$ cat config.mk
export PLATFORM = sky130hd
export DESIGN_NAME = fb_write_scheduler_flat
export DESIGN_NICKNAME = d
export VERILOG_FILES = /design/src/rtl/fb_pkg.sv /design/src/rtl/fb_write_scheduler_if.sv /design/src/rtl/fb_index_counter.sv /design/src/rtl/fb_write_scheduler.sv /design/src/flat_wrapper.sv
export SDC_FILE = /design/constraint.sdc
export NUM_CORES = 1
export LEC_CHECK = 0
export ABC_AREA = 1
export ABC_CLOCK_PERIOD_IN_PS = 2200
export CAP_MARGIN = 20
export CORE_MARGIN = 4
export CORE_UTILIZATION = 52
export DETAILED_ROUTE_END_ITERATION = 7
export PLACE_DENSITY_LB_ADDON = 0.3
export SKIP_CTS_REPAIR_TIMING = 1
export SLEW_MARGIN = 20
export SYNTH_ARGS = -nofsm -noshare
export SYNTH_HDL_FRONTEND = slang
export SYNTH_HIERARCHICAL = 1
export SYNTH_SLANG_ARGS = --single-unit
$ cat constraint.sdc
create_clock -name clk -period 2.2 [get_ports clk]
set_input_delay 0.22 -clock clk [delete_from_list [all_inputs] [get_ports clk]]
set_output_delay 0.22 -clock clk [all_outputs]
set_load 0.03 [all_outputs]
$ cat src/rtl/fb_pkg.sv
// Shared frame-buffer geometry, widths and write-scheduler state encoding.
// Also imported by the VGA read-address logic.
package fb_pkg;

    localparam int unsigned DISPLAY_X  = 320;
    localparam int unsigned DISPLAY_Y  = 240;
    localparam int unsigned FRAME      = DISPLAY_X * DISPLAY_Y;
    localparam int unsigned BANK1_BASE = FRAME;
    localparam int unsigned PIX_W      = 12;
    localparam int unsigned ADDR_W     = 18;
    localparam int unsigned IDX_W      = 17;

    typedef enum logic [1:0] {IDLE, FILL, WAIT_SWAP} fb_state_e;

    // Base address of a bank for a given frame size (bank 1 sits right after bank 0).
    function automatic logic [ADDR_W-1:0] bank_base(input logic bank, input int unsigned frame);
        return bank ? ADDR_W'(frame) : '0;
    endfunction

endpackage

$ cat src/rtl/fb_write_scheduler_if.sv
// Pixel-stream, fill-control, vblank and BRAM write-port bundle of the write scheduler.
// master drives the sources, slave is the scheduler.
interface fb_write_scheduler_if;
    import fb_pkg::*;

    logic              pix_valid;
    logic [PIX_W-1:0]  pix_data;
    logic              pix_ready;
    logic              fill_start;
    logic [PIX_W-1:0]  fill_color;
    logic              vblank;
    logic              bram_wea;
    logic [ADDR_W-1:0] bram_addr;
    logic [PIX_W-1:0]  bram_din;
    logic              disp_bank;
    logic              fill_busy;
    logic              frame_done;
    logic [7:0]        frame_count;

    modport master (
        output pix_valid, pix_data, fill_start, fill_color, vblank,
        input  pix_ready, bram_wea, bram_addr, bram_din, disp_bank, fill_busy, frame_done,
               frame_count
    );

    modport slave (
        input  pix_valid, pix_data, fill_start, fill_color, vblank,
        output pix_ready, bram_wea, bram_addr, bram_din, disp_bank, fill_busy, frame_done,
               frame_count
    );

endinterface

$ cat src/rtl/fb_index_counter.sv
// Frame-modulo pixel index shared by the stream and fill paths.
// Wraps to 0 only through the explicit last-index compare.
module fb_index_counter
    import fb_pkg::*;
#(
    parameter int unsigned Frame = FRAME
) (
    input  logic             clk,
    input  logic             reset,
    input  logic             inc_i,
    input  logic             clear_i,
    output logic [IDX_W-1:0] idx_o,
    output logic             last_o
);

    logic [IDX_W-1:0] idx_q;

    assign last_o = (idx_q == IDX_W'(Frame - 1));
    assign idx_o  = idx_q;

    always_ff @(posedge clk or posedge reset) begin
        if (reset) begin
            idx_q <= '0;
        end else if (clear_i) begin
            idx_q <= '0;
        end else if (inc_i) begin
            idx_q <= last_o ? '0 : idx_q + IDX_W'(1);
        end
    end

endmodule

$ cat src/rtl/fb_write_scheduler.sv
// Sequences UART pixels and full-frame fills into the back bank of the frame buffer
// and swaps front/back banks during vertical blanking.
module fb_write_scheduler
    import fb_pkg::*;
#(
    parameter int unsigned DisplayX = DISPLAY_X,
    parameter int unsigned DisplayY = DISPLAY_Y
) (
    input logic                 clk,
    input logic                 reset,
    fb_write_scheduler_if.slave bus
);

    localparam int unsigned Frame = DisplayX * DisplayY;

    fb_state_e         state_q;
    logic [PIX_W-1:0]  fill_color_q;
    logic              disp_bank_q;
    logic              wea_q;
    logic [ADDR_W-1:0] addr_q;
    logic [PIX_W-1:0]  din_q;
    logic              fill_busy_q;
    logic              frame_done_q;
    logic [7:0]        frame_count_q;

    logic [IDX_W-1:0]  idx;
    logic              idx_last;
    logic              idx_inc;
    logic              idx_clear;
    logic              pix_ready;
    logic              accept;
    logic [ADDR_W-1:0] wr_addr;

    always_comb begin
        pix_ready = (state_q == IDLE) && !bus.fill_start;
        accept    = pix_ready && bus.pix_valid;
        idx_clear = (state_q == IDLE) && bus.fill_start;
        idx_inc   = accept || (state_q == FILL);
        wr_addr   = bank_base(~disp_bank_q, Frame) + ADDR_W'(idx);
    end

    fb_index_counter #(
        .Frame (Frame)
    ) u_index_counter (
        .clk     (clk),
        .reset   (reset),
        .inc_i   (idx_inc),
        .clear_i (idx_clear),
        .idx_o   (idx),
        .last_o  (idx_last)
    );

    always_ff @(posedge clk or posedge reset) begin
        if (reset) begin
            state_q       <= IDLE;
            fill_color_q  <= '0;
            disp_bank_q   <= 1'b0;
            wea_q         <= 1'b0;
            addr_q        <= '0;
            din_q         <= '0;
            fill_busy_q   <= 1'b0;
            frame_done_q  <= 1'b0;
            frame_count_q <= '0;
        end else begin
            wea_q        <= 1'b0;
            frame_done_q <= 1'b0;
            unique case (state_q)
                IDLE: begin
                    if (bus.fill_start) begin
                        // Any partly streamed frame is dropped; the counter restarts at 0.
                        fill_color_q <= bus.fill_color;
                        fill_busy_q  <= 1'b1;
                        state_q      <= FILL;
                    end else if (accept) begin
                        wea_q  <= 1'b1;
                        addr_q <= wr_addr;
                        din_q  <= bus.pix_data;
                        if (idx_last) begin
                            state_q <= WAIT_SWAP;
                        end
                    end
                end
                FILL: begin
                    wea_q  <= 1'b1;
                    addr_q <= wr_addr;
                    din_q  <= fill_color_q;
                    if (idx_last) begin
                        fill_busy_q <= 1'b0;
                        state_q     <= WAIT_SWAP;
                    end
                end
                WAIT_SWAP: begin
                    // The final write was registered on entry, so it lands before the toggle.
                    if (bus.vblank) begin
                        disp_bank_q   <= ~disp_bank_q;
                        frame_done_q  <= 1'b1;
                        frame_count_q <= frame_count_q + 8'd1;
                        state_q       <= IDLE;
                    end
                end
                default: state_q <= IDLE;
            endcase
        end
    end

    assign bus.pix_ready   = pix_ready;
    assign bus.bram_wea    = wea_q;
    assign bus.bram_addr   = addr_q;
    assign bus.bram_din    = din_q;
    assign bus.disp_bank   = disp_bank_q;
    assign bus.fill_busy   = fill_busy_q;
    assign bus.frame_done  = frame_done_q;
    assign bus.frame_count = frame_count_q;

endmodule
$ cat src/flat_wrapper.sv
// flat-port wrapper written by rule: the top's interface ports become plain ports
module fb_write_scheduler_flat import fb_pkg::*;
#(
    parameter int unsigned DisplayX = DISPLAY_X,
    parameter int unsigned DisplayY = DISPLAY_Y
)
  (clk, reset, bus_pix_valid, bus_pix_data, bus_fill_start, bus_fill_color, bus_vblank, bus_pix_ready, bus_bram_wea, bus_bram_addr, bus_bram_din, bus_disp_bank, bus_fill_busy, bus_frame_done, bus_frame_count);
  fb_write_scheduler_if bus_i ();
  input logic clk;
  input logic reset;
  input wire logic [$bits(bus_i.pix_valid)-1:0] bus_pix_valid;
  input wire logic [$bits(bus_i.pix_data)-1:0] bus_pix_data;
  input wire logic [$bits(bus_i.fill_start)-1:0] bus_fill_start;
  input wire logic [$bits(bus_i.fill_color)-1:0] bus_fill_color;
  input wire logic [$bits(bus_i.vblank)-1:0] bus_vblank;
  output wire logic [$bits(bus_i.pix_ready)-1:0] bus_pix_ready;
  output wire logic [$bits(bus_i.bram_wea)-1:0] bus_bram_wea;
  output wire logic [$bits(bus_i.bram_addr)-1:0] bus_bram_addr;
  output wire logic [$bits(bus_i.bram_din)-1:0] bus_bram_din;
  output wire logic [$bits(bus_i.disp_bank)-1:0] bus_disp_bank;
  output wire logic [$bits(bus_i.fill_busy)-1:0] bus_fill_busy;
  output wire logic [$bits(bus_i.frame_done)-1:0] bus_frame_done;
  output wire logic [$bits(bus_i.frame_count)-1:0] bus_frame_count;
  assign bus_i.pix_valid = bus_pix_valid;
  assign bus_i.pix_data = bus_pix_data;
  assign bus_i.fill_start = bus_fill_start;
  assign bus_i.fill_color = bus_fill_color;
  assign bus_i.vblank = bus_vblank;
  assign bus_pix_ready = bus_i.pix_ready;
  assign bus_bram_wea = bus_i.bram_wea;
  assign bus_bram_addr = bus_i.bram_addr;
  assign bus_bram_din = bus_i.bram_din;
  assign bus_disp_bank = bus_i.disp_bank;
  assign bus_fill_busy = bus_i.fill_busy;
  assign bus_frame_done = bus_i.frame_done;
  assign bus_frame_count = bus_i.frame_count;
  fb_write_scheduler #(.DisplayX(DisplayX), .DisplayY(DisplayY)) u_core (.clk(clk), .reset(reset), .bus(bus_i));
endmodule
After elaboration in Yosys (flattened, before gate mapping)
Index checks and enable logic that the tools add are counted.
{ "word_totals": {"input_bits": 29, "n_memories": 0, "regBits": 73, "word_cells": 59, "output_inout_bits": 43, "latch_bits": 0, "romBits": 0, "mem_bits_rw": 0} }
{ "op_classes": {"addsub": 3, "n_mux": 23, "n_div": 0, "multipliers": 0, "reduce_logical": 13, "n_eq_ne": 9, "shift": 0, "bitwise": 1, "n_lt_le_gt_ge": 0} }
{ "op_table": {"columns": ["operator", "count"], "rows": [
  ["17-bit two-way mux", 4],
  ["18-bit two-way mux", 2],
  ["18-bit one-hot mux with 2 select lines", 1],
  ["12-bit two-way mux", 2],
  ["12-bit one-hot mux with 2 select lines", 1],
  ["18-bit by 17-bit adder with 18-bit output", 1],
  ["17-bit by 1-bit adder with 17-bit output, second input constant", 1],
  ["17-bit == test, second input constant", 1],
  ["8-bit by 1-bit adder with 8-bit output, second input constant", 1],
  ["2-bit two-way mux", 4],
  ["2-bit inequality test, second input constant", 4],
  ["1-bit two-way mux", 6],
  ["2-bit one-hot mux with 3 select lines", 1],
  ["2-bit AND reduction", 3],
  ["3-bit AND reduction", 2],
  ["1-bit one-hot mux with 2 select lines", 2],
  ["2-bit nonzero test", 2],
  ["1-bit logical AND", 3],
  ["3-bit by 2-bit inequality test with 1-bit output, second input constant", 1],
  ["2-bit by 1-bit == test with 1-bit output, second input constant", 1],
  ["2-bit == test, second input constant", 1],
  ["2-bit zero test", 1],
  ["2-bit by 1-bit inequality test with 1-bit output, second input constant", 1],
  ["1-bit zero test", 1],
  ["2 further kinds", 2]
]} }

Depth between registers and ports, before layout
Gate-level depths: netlist of the first run.
{ "logic_depth": {"word_depth": 6, "ltp_mapped": 15, "mapped_depth_nobuf": 13} }

Hierarchy
Netlist of the first run, hierarchy kept.
{ "modules_own_cells": {"columns": ["module", "cells_per_inst", "seq_area_each_um2", "area_per_inst_um2", "n_inst"], "rows": [
  ["fb_write_scheduler", 337, 1401.3, 2760.1, 1],
  ["fb_index_counter", 159, 425.4, 1111.1, 1]
]} }

Worst setup path after synthesis of the first run
Ideal clock, no wire load.
{ "synth_timing": {"path_type": "flip-flop to flip-flop", "from": "register u_core.disp_bank_q (netlist: u_core/bus.disp_bank)", "to": "register u_core.addr_q[16] (netlist: u_core/bus.bram_addr[16])", "path_stages_with_launch": 10, "setup_time_ns": 0.118, "arrival_ns": 1.747, "path_buffers": 0, "setup_slack_ns": 0.336, "synth_period_minus_slack_ns": 1.864, "t_required_ns": 2.082, "cell_sequence": "dfrtp_1 inv_1 ha_1 fa_1 inv_1 o21ai_0 nand2_1 nand2_1 nand3_1 nand2_1"} }
{ "synth_between": {"elab_chain_len": 5} }
{ "synth_lines": {"columns": ["item", "line_no", "rtl"], "rows": [
  ["from (decl)", "fb_write_scheduler.sv:18", "logic disp_bank_q;"],
  ["from (signal assigned)", "fb_write_scheduler.sv:95", "disp_bank_q <= ~disp_bank_q;"],
  ["17-bit two-way mux *", "fb_pkg.sv:17", "return bank ? ADDR_W'(frame) : '0;"],
  ["18-bit by 17-bit adder with 18-bit output *", "fb_write_scheduler.sv:39", "wr_addr = bank_base(~disp_bank_q, Frame) + ADDR_W'(idx);"],
  ["18-bit two-way mux", "fb_write_scheduler.sv:74", "end else if (accept) begin"],
  ["18-bit two-way mux", "fb_write_scheduler.sv:69", "if (bus.fill_start) begin"],
  ["18-bit one-hot mux with 2 select lines *", "fb_write_scheduler.sv:67", "unique case (state_q)"],
  ["to (signal assigned)", "fb_write_scheduler.sv:76", "addr_q <= wr_addr;"],
  ["to (signal assigned)", "fb_write_scheduler.sv:85", "addr_q <= wr_addr;"],
  ["to (decl)", "fb_write_scheduler.sv:20", "logic [ADDR_W-1:0] addr_q;"]
]} }
Mark *: on every way between the ends. The rest lies on a longest branch, timed or not. The select of a mux whose other input is x is not followed.
A chain may end at the register's enable or synchronous reset.

Final worst setup path of the first run
{ "layout_timing": {"from": "register u_core.state_q[0]", "to": "output port bus_pix_ready"} }
{ "layout_between": {"elab_chain_len": 2} }
{ "layout_lines": {"columns": ["item", "line_no", "rtl"], "rows": [
  ["from (decl)", "fb_write_scheduler.sv:16", "fb_state_e state_q;"],
  ["from (signal assigned)", "fb_write_scheduler.sv:55", "state_q <= IDLE;"],
  ["from (signal assigned)", "fb_write_scheduler.sv:73", "state_q <= FILL;"],
  ["from (signal assigned)", "fb_write_scheduler.sv:79", "state_q <= WAIT_SWAP;"],
  ["2-bit zero test", "fb_write_scheduler.sv:35", "pix_ready = (state_q == IDLE) && !bus.fill_start;"],
  ["1-bit logical AND", "fb_write_scheduler.sv:35", null],
  ["to (decl)", "flat_wrapper.sv:16", "output wire logic [$bits(bus_i.pix_ready)-1:0] bus_pix_ready;"]
]} }
No other way between the ends.

==> results of run 1 <==
==> cells in the final DEF, fill, tap and decap left out, types with 2 or more instances in the layout <==
master and count:
buf_4 3, clkbuf_8 12, clkdlybuf4s50_1 71, dfrtp_1 73
ha_1 6, inv_1 56, inv_2 4, nand2_1 193
nand2_2 15, nand2_4 2, nand3_1 22, nand4_1 11
nor2_1 41, nor2_2 5, nor2_4 2, o21ai_0 31
xnor2_1 3, xor2_1 7
==> power by group through the flow <==
stage | Clock, mW | Sequential, mW | Combinational (mW)
4_1_cts | 1.10 | 1.79 | 1.18
2_1_floorplan | 0 | 2.04 | 0.499
5_1_grt | 1.17 | 1.82 | 1.28
6_report | 1.08 | 1.79 | 1.17
3_3_place_gp | 0 | 1.80 | 1.15
3_5_place_dp | 0 | 1.81 | 1.17
==> kinds of logic after synthesis <==
| kind of cell | after synthesis | share of synthesized area [%] |
|---|---|---|
| AO/OA/AOI/OAI | 36 | 5.37 |
| XOR/XNOR | 10 | 2.26 |
| adder cells (fa/ha/maj) | 7 | 2.46 |
| buffers and inverters | 75 | 9.53 |
| flip-flops | 73 | 47.2 |
| AND/OR/NAND/NOR | 295 | 33.2 |
==> per-layer routing <==
metal | global-route usage (%) | wire length, um
met5 | 0 | 0
met4 | 10.8 | 204
met3 | 3.29 | 474
met2 | 36.5 | 4430
met1 | 26.5 | 3780
==> registers in the layout (all words and copies together), names as in the netlist <==
| register | flops |
|---|---|
| u_core/bus.bram_wea | 1 |
| u_core/state_q | 2 |
| u_core/fill_color_q | 12 |
| u_core/bus.disp_bank | 1 |
| u_core/bus.bram_addr | 18 |
| u_core/bus.frame_done | 1 |
| u_core/bus.frame_count | 8 |
| u_core/bus.fill_busy | 1 |
| u_core/bus.bram_din | 12 |
| u_core/u_index_counter/idx_o | 17 |
==> per-stage QoR <==
stage | total power, mW | util (%) | std cells
2_1_floorplan | 2.54 | - | 496
3_3_place_gp | 2.95 | 63.6 | 657
3_5_place_dp | 2.98 | 63.6 | 657
4_1_cts | 4.07 | 66.4 | 671
5_1_grt | 4.27 | 66.4 | 671
6_report | 4.04 | 66.4 | 671
==> worst min path at each step <==
| stage | slack, ps | end | from | cells after the start |
|---|---|---|---|---|
| CTS | 260 | u_core/fill_color_q[6] | reset | 2 |
| global route | 290 | u_core/fill_color_q[0] | reset | 2 |
| global placement | 460 | u_core/bus.bram_addr[3] | u_core/bus.bram_addr[3] | 2 |
| detailed placement | 460 | u_core/bus.bram_din[0] | u_core/bus.bram_din[0] | 2 |
| finish | 260 | u_core/fill_color_q[6] | reset | 2 |
| floorplan | 150 | u_core/u_index_counter/idx_o[0] | reset | 1 |
==> cell usage after synthesis, drive strengths merged <==
cell type / number / area (um^2)
clkinv: 1 / 3.75
o41ai: 1 / 8.76
buf: 13 / 134
inv: 61 / 231
nand4: 11 / 68.8
nand2: 211 / 861
o21ai: 31 / 155
nor2: 49 / 228
o2111ai: 1 / 8.76
nand3: 23 / 120
dfrtp: 73 / 1830
xor2: 7 / 61.3
ha: 6 / 75.1
nand3b: 1 / 7.51
o21bai: 2 / 26.3
fa: 1 / 20.0
o32ai: 1 / 8.76
xnor2: 3 / 26.3
==> final cells by class <==
type / instances / share of cell area [%]
Clock buffer: 12 / 3.43
Timing Repair Buffer: 75 / 15.6
Tap cell: 99 / 2.57
Inverter: 62 / 4.88
Clock inverter: 2 / 0.779
Sequential cell: 73 / 37.9
Multi-Input combinational cell: 348 / 34.8
==> flow_summary.toml, run 1 <==
[status]
status = "finished clean"

[cells_and_area]
final_nets = 605
regArea_um2 = 1830
synthToLayoutAreaGrowth_pct = 24.4
drive_gt1_share_pct = 8.92
multi_input_area_um2 = 1680
fill_cells = 617
final_area_um2 = 4820
diodes = 0

[place]
place_ws_ps = 186
placed_area_um2 = 4610
portBuffers = 71
gp_congestion = 0.879
post-dp-hpwl_um = 6250

[route]
antenna_left = 0
route.vias.total = 3360
first_pass_iters = 4
wl_per_cell_um = 13.3
drc_errors = 0
routed_via_density = 5.01
totalWireLength_um = 8900
first_iter_violations = 157

[critical_path]
worst-r2r-cell-count = 11
cp_max_fo = 8
path_cells = "nor2_4 -> nand2_2 -> inv_2 -> clkdlybuf4s50_1"
reg2reg_to = "u_core/u_index_counter/idx_o[16]"
startpoint = "u_core/state_q[0]"
required_ps = 1980
crit_path_start_kind = "flip-flop"
setup.worst_path.end = "bus_pix_ready"
arrival_ps = 1820
worst_path_largest_cell_delay_ps = 670
r2r_setup_slack_ps = 290
crit_type = "flip-flop to primary output"
worst-path-stages = 4
rr_startpoint = "u_core/state_q[0]"
worst_path_max_delay_cell = "clkdlybuf4s50_1"
cpLargestDelayFamily = "buffers and inverters"
path_buf_inv = 2
crit_path_end_kind = "primary output"

[timing]
worst_slack_ps = 161
clock_skew_ps = 6.48
hold_violations = 0
fin_tns_setup_ps = 0
min_period_over_period_pct = 92.7
worst_pin_slew_ps = 693
timing.fmax_mhz = 491
maxSlewViolCount = 0
hold-worst-slack_ps = 257
min_period_ps = 2040
slew_headroom_pct = 53.7
rsz0062_at_grt = "false"
setup_viol = 0

[clock_tree]
htreeDepth = 3
clock-root-buffer = "clkbuf_8"
cts_buffer_depth = 2
clk_pin_slew_ps = 70
cts_tree = "yes"
cts-buffers-inserted = 9
cts.sinks = 73
clk_latency_ps = 340

[pwr]
clockPowerShare_pct = 26.8
p_int_mw = 2.68
p_leak_nw = 2.41
p_sw_share_pct = 33.7
combPwrFrac_pct = 29.0
ir_drop_mv = 0.614
seq_power_share_pct = 44.2
power_density_nw_per_um2 = 839
power_switching_mw = 1.36

[floorplan]
die_h_um = 94.3
dieWidth_um = 94.3
num_rows = 31
coreArea_um2 = 7250
initial_core_util_pct = 53.4
fp.dieArea_um2 = 8890
ios = 72

[global_routing]
overflow = 0
groute.usage.overall_pct = 21.5
grt_pass1_vias = 3268
grt_max_degree = 37
antenna_found_initial = 0
grt_pass1_wl_um = 14900

[logic_synthesis]
avgSynthCellArea_um2 = 7.80
yosys.cell_types.count = 31
ys_seq_elements = 73
netlist_area_um2 = 3870
syn_nets = 532
synthesis.instances = 496
ys_warn_count = 6
ys_seq_area_share_pct = 47.2

[run]
maxCapViolations = 0

[min_path]
min_path_type = "input pin to async pin"
No activity file was read; power rests on OpenSTA's default activity.
==> run 2: changes to the inputs <==
- ABC_CLOCK_PERIOD_IN_PS: 2200 -> 2600
- CORE_MARGIN: 4 -> 3
- CORE_UTILIZATION: 52 -> 57
- clock period: 2.2 -> 2.6 ns (I/O delays scaled with it)
==> run 2 against run 1 <==
Wire length down 1.6%. Worst hold slack worse by 67 ps. Count of clock-buffer cells in the layout down 1. Final area down 0.34%. Critical path depth unchanged. Clock skew about the same. Non-clock buffer count down 2. Critical endpoint unchanged. Largest cell class unchanged. Highest routed layer unchanged.
==> flow_summary.toml, run 2 (synthesis gave the netlist of run 1 again) <==
[critical_path]
crit_path_end_kind = "primary output"
path_buf_inv = 2
crit_type = "flip-flop to primary output"
required_ps = 2340
worst_path_max_delay_cell = "clkdlybuf4s50_1"
path_cells = "nor2_4 -> nand2_2 -> inv_2 -> clkdlybuf4s50_1"
cp_max_fo = 8
cpLargestDelayFamily = "buffers and inverters"
crit_path_start_kind = "flip-flop"
worst_path_largest_cell_delay_ps = 690
arrival_ps = 1850

[timing]
hold-worst-slack_ps = 189
setup_viol = 0
clock_skew_ps = 6.80
worst_pin_slew_ps = 689
fin_tns_setup_ps = 0
slew_headroom_pct = 54.0
timing.fmax_mhz = 475
min_period_over_period_pct = 81.0
min_period_ps = 2110
hold_violations = 0
rsz0062_at_grt = "false"
worst_slack_ps = 495
maxSlewViolCount = 0

[clock_tree]
cts.sinks = 73
cts_buffer_depth = 2
clock-root-buffer = "clkbuf_8"
htreeDepth = 3
clk_latency_ps = 340
clk_pin_slew_ps = 80
cts_tree = "yes"
cts-buffers-inserted = 9

[pwr]
power_mw = 3.52
ir_drop_mv = 0.572
p_leak_nw = 2.42
power_density_nw_per_um2 = 734

[cells_and_area]
diodes = 0
drive_gt1_share_pct = 8.92
finish.utilization_pct = 74.3
layoutNonFillerInstCount = 649
synthToLayoutAreaGrowth_pct = 24.0
largest_reg_flops = 18
final_nets = 603
layout_commonest_cell = "nand2_1"
most-common-layout-cells = "193 x nand2_1, 73 x dfrtp_1, 71 x clkdlybuf4s50_1, 56 x inv_1, 41 x nor2_1"
fill_cells = 507
final_area_um2 = 4800

[floorplan]
fp.dieArea_um2 = 7820
die_h_um = 88.4
coreArea_um2 = 6460
ios = 72
initial_core_util_pct = 59.9
num_rows = 29
dieWidth_um = 88.4

[place]
post-dp-hpwl_um = 6320
portBuffers = 71
gp_congestion = 0.928
place_ws_ps = 416
placed_area_um2 = 4570
dp_cells = 633

[status]
status = "finished clean"

[min_path]
min_path_type = "input pin to async pin"

[global_routing]
overflow = 0
groute.usage.overall_pct = 24.5
grt_pass1_wl_um = 14800
grt_pass1_vias = 3263
antenna_found_initial = 0
grt_max_degree = 48

[route]
totalWireLength_um = 8760
antenna_left = 0
route.vias.total = 3364
wl_per_cell_um = 13.5
routed_via_density = 5.18
first_iter_violations = 207
drc_errors = 0
first_pass_iters = 5

[run]
maxCapViolations = 0
## run 2: cell count changes in the layout (fill, tap and decap cells not counted), sizes merged
| cell | change |
|---|---|
| clkinv | +2 |
| bufinv | +1 |
| clkbuf | -1 |
| buf | -2 |
## run 2: final cells by class
type / count / area, um^2 / area share (%)
sequential: 73 / 1830 / 38.1
multi-input combinational: 348 / 1680 / 34.9
timing repair buffer: 73 / 738 / 15.4
inverter: 62 / 235 / 4.90
clock buffer: 11 / 151 / 3.15
tap: 77 / 96.3 / 2.01
clock inverter: 5 / 77.6 / 1.62
## run 2: routing by layer
layer / part of all wire [%] / up-vias / global-route usage, %
met4: 1.6 / 0 / 9.62
met3: 5.9 / 16 / 5.96
met2: 49 / 115 / 41.1
met5: 0 / - / 0
li1: - / 1671 / -
met1: 43 / 1562 / 30.6
## run 2: path summary, 6_finish.rpt
path / start / endpoint / slack [ps] / depth (start not counted)
max in group asynchronous: reset / u_core/u_index_counter/idx_o[1] / 1780 / 2
min in group clk: bus_fill_color[11] / u_core/fill_color_q[11] / 450 / 3
worst max register to register: u_core/state_q[1] / u_core/u_index_counter/idx_o[7] / 530 / 8
worst min register to register: u_core/bus.bram_addr[8] / u_core/bus.bram_addr[8] / 480 / 2
worst max-delay path: u_core/state_q[0] / bus_pix_ready / 490 / 4
worst min-delay path: reset / u_core/bus.bram_addr[6] / 190 / 2
## run 2: where the power goes
group | leakage [nW] | switching (mW) | total, mW | internal, mW
clock | 0.115 | 0.418 | 1.01 | 0.589
sequential | 0.935 | 0.170 | 1.52 | 1.35
combinational | 1.37 | 0.596 | 0.993 | 0.397
total | 2.42 | 1.18 | 3.52 | 2.34
## run 2: worst register-to-register path, cell delays in order, from the launching register on
cell,delay [ps]
dfrtp_1,470
inv_2,100
nand2_4,230
nand2_1,290
nor2_8,260
clkinv_1,280
nand4_1,190
nand2_1,70
nor2_1,110
